$ cat src/rtl/sys_ctrl_pkg.sv
// Shared opcodes, state encodings and command decode helper for the command sequencer.
// The RF addresses of the two ALU operand slots live here as well.
package sys_ctrl_pkg;

  localparam int DEF_DATA_WIDTH = 8;
  localparam int DEF_ADDR_WIDTH = 4;

  localparam logic [7:0] CMD_RF_WR   = 8'hAA;
  localparam logic [7:0] CMD_RF_RD   = 8'hBB;
  localparam logic [7:0] CMD_ALU_OP  = 8'hCC;
  localparam logic [7:0] CMD_ALU_NOP = 8'hDD;

  localparam int unsigned RF_ADDR_A = 0;
  localparam int unsigned RF_ADDR_B = 1;

  typedef enum logic [3:0] {
    ST_IDLE     = 4'd0,
    ST_WR_ADDR  = 4'd1,
    ST_WR_DATA  = 4'd2,
    ST_RD_ADDR  = 4'd3,
    ST_RD_WAIT  = 4'd4,
    ST_OP_A     = 4'd5,
    ST_OP_B     = 4'd6,
    ST_ALU_FUNC = 4'd7,
    ST_ALU_WAIT = 4'd8,
    ST_TX_LO    = 4'd9,
    ST_TX_HI    = 4'd10
  } state_t;

  typedef enum logic [1:0] {
    TXS_IDLE  = 2'd0,
    TXS_OFFER = 2'd1,
    TXS_GAP   = 2'd2
  } tx_state_t;

  // Opcode byte to first state of its command; unknown bytes leave the FSM idle.
  function automatic state_t decode_cmd(input logic [7:0] op);
    state_t st;
    case (op)
      CMD_RF_WR:   st = ST_WR_ADDR;
      CMD_RF_RD:   st = ST_RD_ADDR;
      CMD_ALU_OP:  st = ST_OP_A;
      CMD_ALU_NOP: st = ST_ALU_FUNC;
      default:     st = ST_IDLE;
    endcase
    return st;
  endfunction

endpackage

$ cat src/rtl/sys_ctrl_tx_sender.sv
// Streams one or two bytes of a result word to the UART transmitter, low byte first,
// holding each byte until accepted and leaving one idle cycle between bytes.
import sys_ctrl_pkg::*;

module sys_ctrl_tx_sender #(
  parameter int DATA_WIDTH = DEF_DATA_WIDTH
) (
  input  logic                      clk,
  input  logic                      reset_n,
  input  logic                      start,
  input  logic [2*DATA_WIDTH-1:0]   word,
  input  logic                      two_bytes,
  input  logic                      tx_busy,
  output logic                      tx_valid,
  output logic [DATA_WIDTH-1:0]     tx_data,
  output logic                      lo_sent,
  output logic                      done
);

  tx_state_t             state_r, state_nxt_s;
  logic [DATA_WIDTH-1:0] hi_byte_r, hi_byte_nxt_s;
  logic                  last_r, last_nxt_s;
  logic                  tx_valid_nxt_s;
  logic [DATA_WIDTH-1:0] tx_data_nxt_s;
  logic                  accept_s;

  assign accept_s = (state_r == TXS_OFFER) && !tx_busy;
  assign lo_sent  = accept_s && !last_r;
  assign done     = accept_s && last_r;

  // Next-state and next-output logic for the byte handshake.
  always_comb begin
    state_nxt_s    = state_r;
    hi_byte_nxt_s  = hi_byte_r;
    last_nxt_s     = last_r;
    tx_valid_nxt_s = tx_valid;
    tx_data_nxt_s  = tx_data;
    case (state_r)
      TXS_IDLE: begin
        if (start) begin
          state_nxt_s    = TXS_OFFER;
          tx_valid_nxt_s = 1'b1;
          tx_data_nxt_s  = word[DATA_WIDTH-1:0];
          hi_byte_nxt_s  = word[2*DATA_WIDTH-1:DATA_WIDTH];
          last_nxt_s     = !two_bytes;
        end else begin
          state_nxt_s = TXS_IDLE;
        end
      end
      TXS_OFFER: begin
        if (!tx_busy) begin
          tx_valid_nxt_s = 1'b0;
          state_nxt_s    = last_r ? TXS_IDLE : TXS_GAP;
        end else begin
          state_nxt_s = TXS_OFFER;
        end
      end
      TXS_GAP: begin
        state_nxt_s    = TXS_OFFER;
        tx_valid_nxt_s = 1'b1;
        tx_data_nxt_s  = hi_byte_r;
        last_nxt_s     = 1'b1;
      end
      default: begin
        state_nxt_s    = TXS_IDLE;
        tx_valid_nxt_s = 1'b0;
      end
    endcase
  end

  // State and registered TX outputs.
  always_ff @(posedge clk) begin
    if (!reset_n) begin
      state_r   <= TXS_IDLE;
      hi_byte_r <= {DATA_WIDTH{1'b0}};
      last_r    <= 1'b0;
      tx_valid  <= 1'b0;
      tx_data   <= {DATA_WIDTH{1'b0}};
    end else begin
      state_r   <= state_nxt_s;
      hi_byte_r <= hi_byte_nxt_s;
      last_r    <= last_nxt_s;
      tx_valid  <= tx_valid_nxt_s;
      tx_data   <= tx_data_nxt_s;
    end
  end

endmodule

$ cat src/rtl/sys_ctrl.sv
// Command sequencer: decodes UART byte commands into register-file writes/reads and ALU runs,
// and hands read data or ALU results to the TX sender.
import sys_ctrl_pkg::*;

module sys_ctrl #(
  parameter int DATA_WIDTH = DEF_DATA_WIDTH,
  parameter int ADDR_WIDTH = DEF_ADDR_WIDTH
) (
  input  logic                      clk,
  input  logic                      reset_n,
  input  logic [DATA_WIDTH-1:0]     rx_data,
  input  logic                      rx_valid,
  input  logic [2*DATA_WIDTH-1:0]   alu_result,
  input  logic                      alu_result_valid,
  input  logic [DATA_WIDTH-1:0]     rf_rd_data,
  input  logic                      rf_rd_valid,
  input  logic                      tx_busy,
  output logic                      alu_enable,
  output logic [3:0]                alu_function,
  output logic [ADDR_WIDTH-1:0]     rf_addr,
  output logic                      rf_wr_en,
  output logic                      rf_rd_en,
  output logic [DATA_WIDTH-1:0]     rf_wr_data,
  output logic [DATA_WIDTH-1:0]     tx_data,
  output logic                      tx_valid
);

  localparam int RW = 2 * DATA_WIDTH;

  state_t                state_r, state_nxt_s;
  logic                  start_pending_r, start_pending_nxt_s;
  logic [RW-1:0]         result_r, result_nxt_s;
  logic                  alu_enable_nxt_s;
  logic [3:0]            alu_function_nxt_s;
  logic [ADDR_WIDTH-1:0] rf_addr_nxt_s;
  logic                  rf_wr_en_nxt_s;
  logic                  rf_rd_en_nxt_s;
  logic [DATA_WIDTH-1:0] rf_wr_data_nxt_s;
  logic                  tx_start_s;
  logic                  tx_two_s;
  logic                  tx_lo_sent_s;
  logic                  tx_done_s;

  // Command decode and sequencing; every strobe defaults low so it lasts one cycle.
  always_comb begin
    state_nxt_s         = state_r;
    start_pending_nxt_s = start_pending_r;
    result_nxt_s        = result_r;
    alu_enable_nxt_s    = 1'b0;
    alu_function_nxt_s  = alu_function;
    rf_addr_nxt_s       = rf_addr;
    rf_wr_en_nxt_s      = 1'b0;
    rf_rd_en_nxt_s      = 1'b0;
    rf_wr_data_nxt_s    = rf_wr_data;
    tx_start_s          = 1'b0;
    tx_two_s            = 1'b0;
    case (state_r)
      ST_IDLE: begin
        if (rx_valid) begin
          state_nxt_s = decode_cmd(rx_data[7:0]);
        end else begin
          state_nxt_s = ST_IDLE;
        end
      end
      ST_WR_ADDR: begin
        if (rx_valid) begin
          rf_addr_nxt_s = rx_data[ADDR_WIDTH-1:0];
          state_nxt_s   = ST_WR_DATA;
        end else begin
          state_nxt_s = ST_WR_ADDR;
        end
      end
      ST_WR_DATA: begin
        if (rx_valid) begin
          rf_wr_data_nxt_s = rx_data;
          rf_wr_en_nxt_s   = 1'b1;
          state_nxt_s      = ST_IDLE;
        end else begin
          state_nxt_s = ST_WR_DATA;
        end
      end
      ST_RD_ADDR: begin
        if (rx_valid) begin
          rf_addr_nxt_s  = rx_data[ADDR_WIDTH-1:0];
          rf_rd_en_nxt_s = 1'b1;
          state_nxt_s    = ST_RD_WAIT;
        end else begin
          state_nxt_s = ST_RD_ADDR;
        end
      end
      ST_RD_WAIT: begin
        if (rf_rd_valid) begin
          result_nxt_s = {{DATA_WIDTH{1'b0}}, rf_rd_data};
          tx_start_s   = 1'b1;
          tx_two_s     = 1'b0;
          state_nxt_s  = ST_TX_LO;
        end else begin
          state_nxt_s = ST_RD_WAIT;
        end
      end
      ST_OP_A: begin
        if (rx_valid) begin
          rf_addr_nxt_s    = ADDR_WIDTH'(RF_ADDR_A);
          rf_wr_data_nxt_s = rx_data;
          rf_wr_en_nxt_s   = 1'b1;
          state_nxt_s      = ST_OP_B;
        end else begin
          state_nxt_s = ST_OP_A;
        end
      end
      ST_OP_B: begin
        if (rx_valid) begin
          rf_addr_nxt_s    = ADDR_WIDTH'(RF_ADDR_B);
          rf_wr_data_nxt_s = rx_data;
          rf_wr_en_nxt_s   = 1'b1;
          state_nxt_s      = ST_ALU_FUNC;
        end else begin
          state_nxt_s = ST_OP_B;
        end
      end
      ST_ALU_FUNC: begin
        if (rx_valid) begin
          alu_function_nxt_s  = rx_data[3:0];
          start_pending_nxt_s = 1'b1;
          state_nxt_s         = ST_ALU_WAIT;
        end else begin
          state_nxt_s = ST_ALU_FUNC;
        end
      end
      // The start pulse trails the opcode update by one cycle so the ALU sees a settled function.
      ST_ALU_WAIT: begin
        if (start_pending_r) begin
          alu_enable_nxt_s    = 1'b1;
          start_pending_nxt_s = 1'b0;
          state_nxt_s         = ST_ALU_WAIT;
        end else if (alu_result_valid) begin
          result_nxt_s = alu_result;
          tx_start_s   = 1'b1;
          tx_two_s     = 1'b1;
          state_nxt_s  = ST_TX_LO;
        end else begin
          state_nxt_s = ST_ALU_WAIT;
        end
      end
      ST_TX_LO: begin
        if (tx_done_s) begin
          state_nxt_s = ST_IDLE;
        end else if (tx_lo_sent_s) begin
          state_nxt_s = ST_TX_HI;
        end else begin
          state_nxt_s = ST_TX_LO;
        end
      end
      ST_TX_HI: begin
        if (tx_done_s) begin
          state_nxt_s = ST_IDLE;
        end else begin
          state_nxt_s = ST_TX_HI;
        end
      end
      default: begin
        state_nxt_s         = ST_IDLE;
        start_pending_nxt_s = 1'b0;
      end
    endcase
  end

  // State, result and registered RF/ALU outputs.
  always_ff @(posedge clk) begin
    if (!reset_n) begin
      state_r         <= ST_IDLE;
      start_pending_r <= 1'b0;
      result_r        <= {RW{1'b0}};
      alu_enable      <= 1'b0;
      alu_function    <= 4'd0;
      rf_addr         <= {ADDR_WIDTH{1'b0}};
      rf_wr_en        <= 1'b0;
      rf_rd_en        <= 1'b0;
      rf_wr_data      <= {DATA_WIDTH{1'b0}};
    end else begin
      state_r         <= state_nxt_s;
      start_pending_r <= start_pending_nxt_s;
      result_r        <= result_nxt_s;
      alu_enable      <= alu_enable_nxt_s;
      alu_function    <= alu_function_nxt_s;
      rf_addr         <= rf_addr_nxt_s;
      rf_wr_en        <= rf_wr_en_nxt_s;
      rf_rd_en        <= rf_rd_en_nxt_s;
      rf_wr_data      <= rf_wr_data_nxt_s;
    end
  end

  sys_ctrl_tx_sender #(
    .DATA_WIDTH (DATA_WIDTH)
  ) u_tx_sender (
    .clk       (clk),
    .reset_n   (reset_n),
    .start     (tx_start_s),
    .word      (result_nxt_s),
    .two_bytes (tx_two_s),
    .tx_busy   (tx_busy),
    .tx_valid  (tx_valid),
    .tx_data   (tx_data),
    .lo_sent   (tx_lo_sent_s),
    .done      (tx_done_s)
  );

endmodule
$ cat config.mk
export PLATFORM = sky130hd
export DESIGN_NAME = sys_ctrl
export DESIGN_NICKNAME = d
export VERILOG_FILES = /design/src/rtl/sys_ctrl_pkg.sv /design/src/rtl/sys_ctrl_tx_sender.sv /design/src/rtl/sys_ctrl.sv
export SDC_FILE = /design/constraint.sdc
export NUM_CORES = 1
export LEC_CHECK = 0
export CORE_UTILIZATION = 49
export CTS_CLUSTER_SIZE = 10
export DETAILED_ROUTE_END_ITERATION = 12
export PLACE_DENSITY = 0.75
export REMOVE_ABC_BUFFERS = 1
export SLEW_MARGIN = 20
export SYNTH_ARGS = -nofsm -noshare
export SYNTH_HDL_FRONTEND = slang
export SYNTH_HIERARCHICAL = 1
export SYNTH_SLANG_ARGS = --single-unit
$ cat constraint.sdc
create_clock -name clk -period 2.2 [get_ports clk]
set_input_delay 0.22 -clock clk [delete_from_list [all_inputs] [get_ports clk]]
set_output_delay 0.22 -clock clk [all_outputs]
set_load 0.02 [all_outputs]
==> reports/results.ini <==
[logic_synthesis]
synth_ff_type = dfxtp_1
ys_seq_area_share_pct = 44.1
ys_ff_latch = 60
synth_cell_type_count = 57
synth_edf_count = 0
syn-cell-area_um2 = 2720
netlist.area_leader.share_pct = 44.1
synthCells = 289
yosysWarnings = 6
postSynthAreaPerCell_um2 = 9.43
synth_top_cell_by_area = dfxtp_1
synth-async-reset-ratio_pct = 0
netlist_top_cells_area = dfxtp_1, nor2b_1, mux2i_1

[floorplan]
core_um2 = 5240
fp.dieArea_um2 = 5860
fp.dieH_um = 76.6
rows = 26
io_pins = 66
initial_core_util_pct = 52.0
die_w_um = 76.6

[route]
drc_errors = 0
detail-route-antenna-nets = 0
vias = 2303
drtIter0Drc = 122
via_per_inst = 5.36
wl_mm = 6.16
dr.pass1.iters = 4
wl_per_cell_um = 14.3

[worst_setup_path]
arrival_ps = 2090
worstSetupPathType = flip-flop to flip-flop
crit_family = compound AO/OA/AOI/OAI gates
crit_required_ps = 2430
cp_num_buf_inv = 1
crit_chain = nor3b_1 > and4b_1 > a222oi_1 > inv_1 > o221ai_1 > nor2_1
cp-end-kind = flip-flop
worstPathMaxFanout = 12
start_kind = flip-flop
cpMaxStageDelayCell = a222oi_1
critPathMaxStageDelay_ps = 510

[sta]
finalCriticalPeriod_ps = 1850
fmax_ghz = 0.539
fin_crit_sh_pct = 84.3
hold_viol_final = 0
skew_ps = 3.29
rsz0062_at_grt = no
worst_slew_pin_slew_ps = 578
slew_headroom_pct = 60.9
setup-violations-final = 0
drv_slew = 0
tns_ps = 0

[run_status]
status = finished clean

[clock_network]
clock_latency_ps = 340
cts_setup_buffers = 0
hold_buffers = 0
clk_path_buf_depth = 2
cts-root-buf = clkbuf_8
clock_sinks = 60
htree_levels = 3
cts_made_buffers = 9
cts-resized-gates = 0
cts_tree = yes
clkTransAtPathRegs_ps = 70

[finish]
finalNonFillerCells = 430
post_route_cells_drive_above_1_share_pct = 10.3
n_antenna_cell = 0
syn_to_final_growth_pct = 33.9
multi_input_area_um2 = 1360
nFillCells = 428
nets = 393
seqCellArea_um2 = 1200

[place]
io_buffers = 65
dp.final_hpwl_mm = 4.15
dp_cells = 414
place_congestion = 0.850

[grt]
grt_pass1_vias = 2295
grt_max_degree = 54
antenna_found_initial = 0
grt_pass1_wl_mm = 10.6
grt-ovfl-total = 0
grt.total_usage_pct = 22.5

[job]
drv_cap = 0

[power_and_ir_drop]
powerDensity_nw_per_um2 = 884
p_leak_nw = 1.40
peakVddDrop_mv = 0.438

[worst_hold_path]
hp-class = flip-flop to flip-flop

==> power by group <==
group,leakage [nW],switching (mW),total (mW),internal [mW]
Clock,0.113,0.428,1.09,0.663
Combinational,0.801,0.440,0.870,0.429
Sequential,0.484,0.0654,1.27,1.20
==> tightest hold or removal path: cells and delay by family (launching register included) <==
family / cells / cell delay (ps)
compound gates: 1 / 50
flops: 1 / 310
simple gates: 1 / 50
==> final timing paths <==
kind | cells past startpoint | slack (ps) | endpoint | start
setup / recovery | 6 | 350 | u_tx_sender/tx_data[1] | state_r[3]
hold reg to reg | 2 | 460 | u_tx_sender/hi_byte_r[7] | u_tx_sender/hi_byte_r[7]
setup reg to reg | 6 | 350 | u_tx_sender/tx_data[1] | state_r[3]
hold / removal | 2 | 460 | u_tx_sender/hi_byte_r[7] | u_tx_sender/hi_byte_r[7]
==> flip-flops by register name, indices dropped and copies added, names as in the netlist, 2 cells and up <==
register,count
rf_addr,4
u_tx_sender/hi_byte_r,8
alu_function,4
rf_wr_data,8
u_tx_sender/state_r,2
result_r,16
u_tx_sender/tx_data,8
state_r,4
==> cell families (layout without fill, tap and decap cells) <==
logic type / Yosys count / count (layout) / share of synthesized area, %
buffers and inverters: 31 / 102 / 5.97
AOI/OAI and AO/OA: 71 / 71 / 21.5
DFF: 60 / 60 / 44.1
xor gates and xnor gates: 2 / 2 / 0.643
muxes: 12 / 12 / 4.41
and+or+nand+nor: 113 / 113 / 23.4
==> Yosys cell counts, types with 4 or more instances <==
cell type	count
o21ai_0	5
buf_2	4
a21boi_1	8
mux2i_1	12
a22o_1	8
nand3_1	6
nor2b_1	23
dfxtp_1	60
and2_1	12
nand2b_1	5
nor2_1	19
nand2_1	27
o221ai_1	7
a222oi_1	8
clkbuf_1	10
a21boi_0	7
a21oi_1	6
inv_1	9
==> cells in the final DEF, fill, tap and decap left out, types with 2 or more instances in the layout <==
cell type         n
dfxtp_1          60
o21ai_0           5
and2_1           12
and4bb_2          2
o21a_1            2
o221ai_2          2
nand2_1          27
bufinv_16         2
nand2b_1          5
buf_4            10
nor3b_1           3
o221ai_1          7
nor2_1           19
nand3b_1          2
inv_1             9
mux2i_1          12
a21oi_1           6
clkdlybuf4s50_1  65
a22o_1            8
and3b_1           3
nand3_1           6
clkinv_2          3
clkbuf_8         10
nor4bb_1          2
o22a_1            2
o21ba_2           2
a21boi_1          8
nor2b_1          23
a21boi_0          7
a222oi_1          8
==> stage by stage <==
step	total power, mW	setup slack [ps]	util (%)	hold WS (ps)	cell area (um2)
final	3.23	346	69.7	459	3650
after global routing	3.40	127	69.7	487	3650
after CTS	3.25	343	69.7	458	3650
after detailed placement	2.15	112	65.5	449	3430
after global placement	2.14	160	65.5	446	3430
after floorplan	1.79	119	-	337	2600
==> per-layer routing <==
| metal | up-vias | routed length, um | GRT usage, % |
|---|---|---|---|
| li1 | 1161 | - | - |
| met1 | 1070 | 2820 | 26.5 |
| met2 | 63 | 2920 | 39.0 |
| met3 | 9 | 325 | 6.23 |
| met4 | 0 | 92 | 8.08 |
| met5 | - | 0 | 0 |
==> area by class of cell <==
| type | count | share of cell area (%) |
|---|---|---|
| repair buffers | 76 | 20.4 |
| well taps | 70 | 2.40 |
| clock buffers | 11 | 3.88 |
| inverters | 10 | 1.03 |
| multi-input cells | 198 | 37.3 |
| flip-flops and latches | 60 | 32.9 |
| clock inverters | 5 | 2.06 |
(Power assumes the default switching activity.)
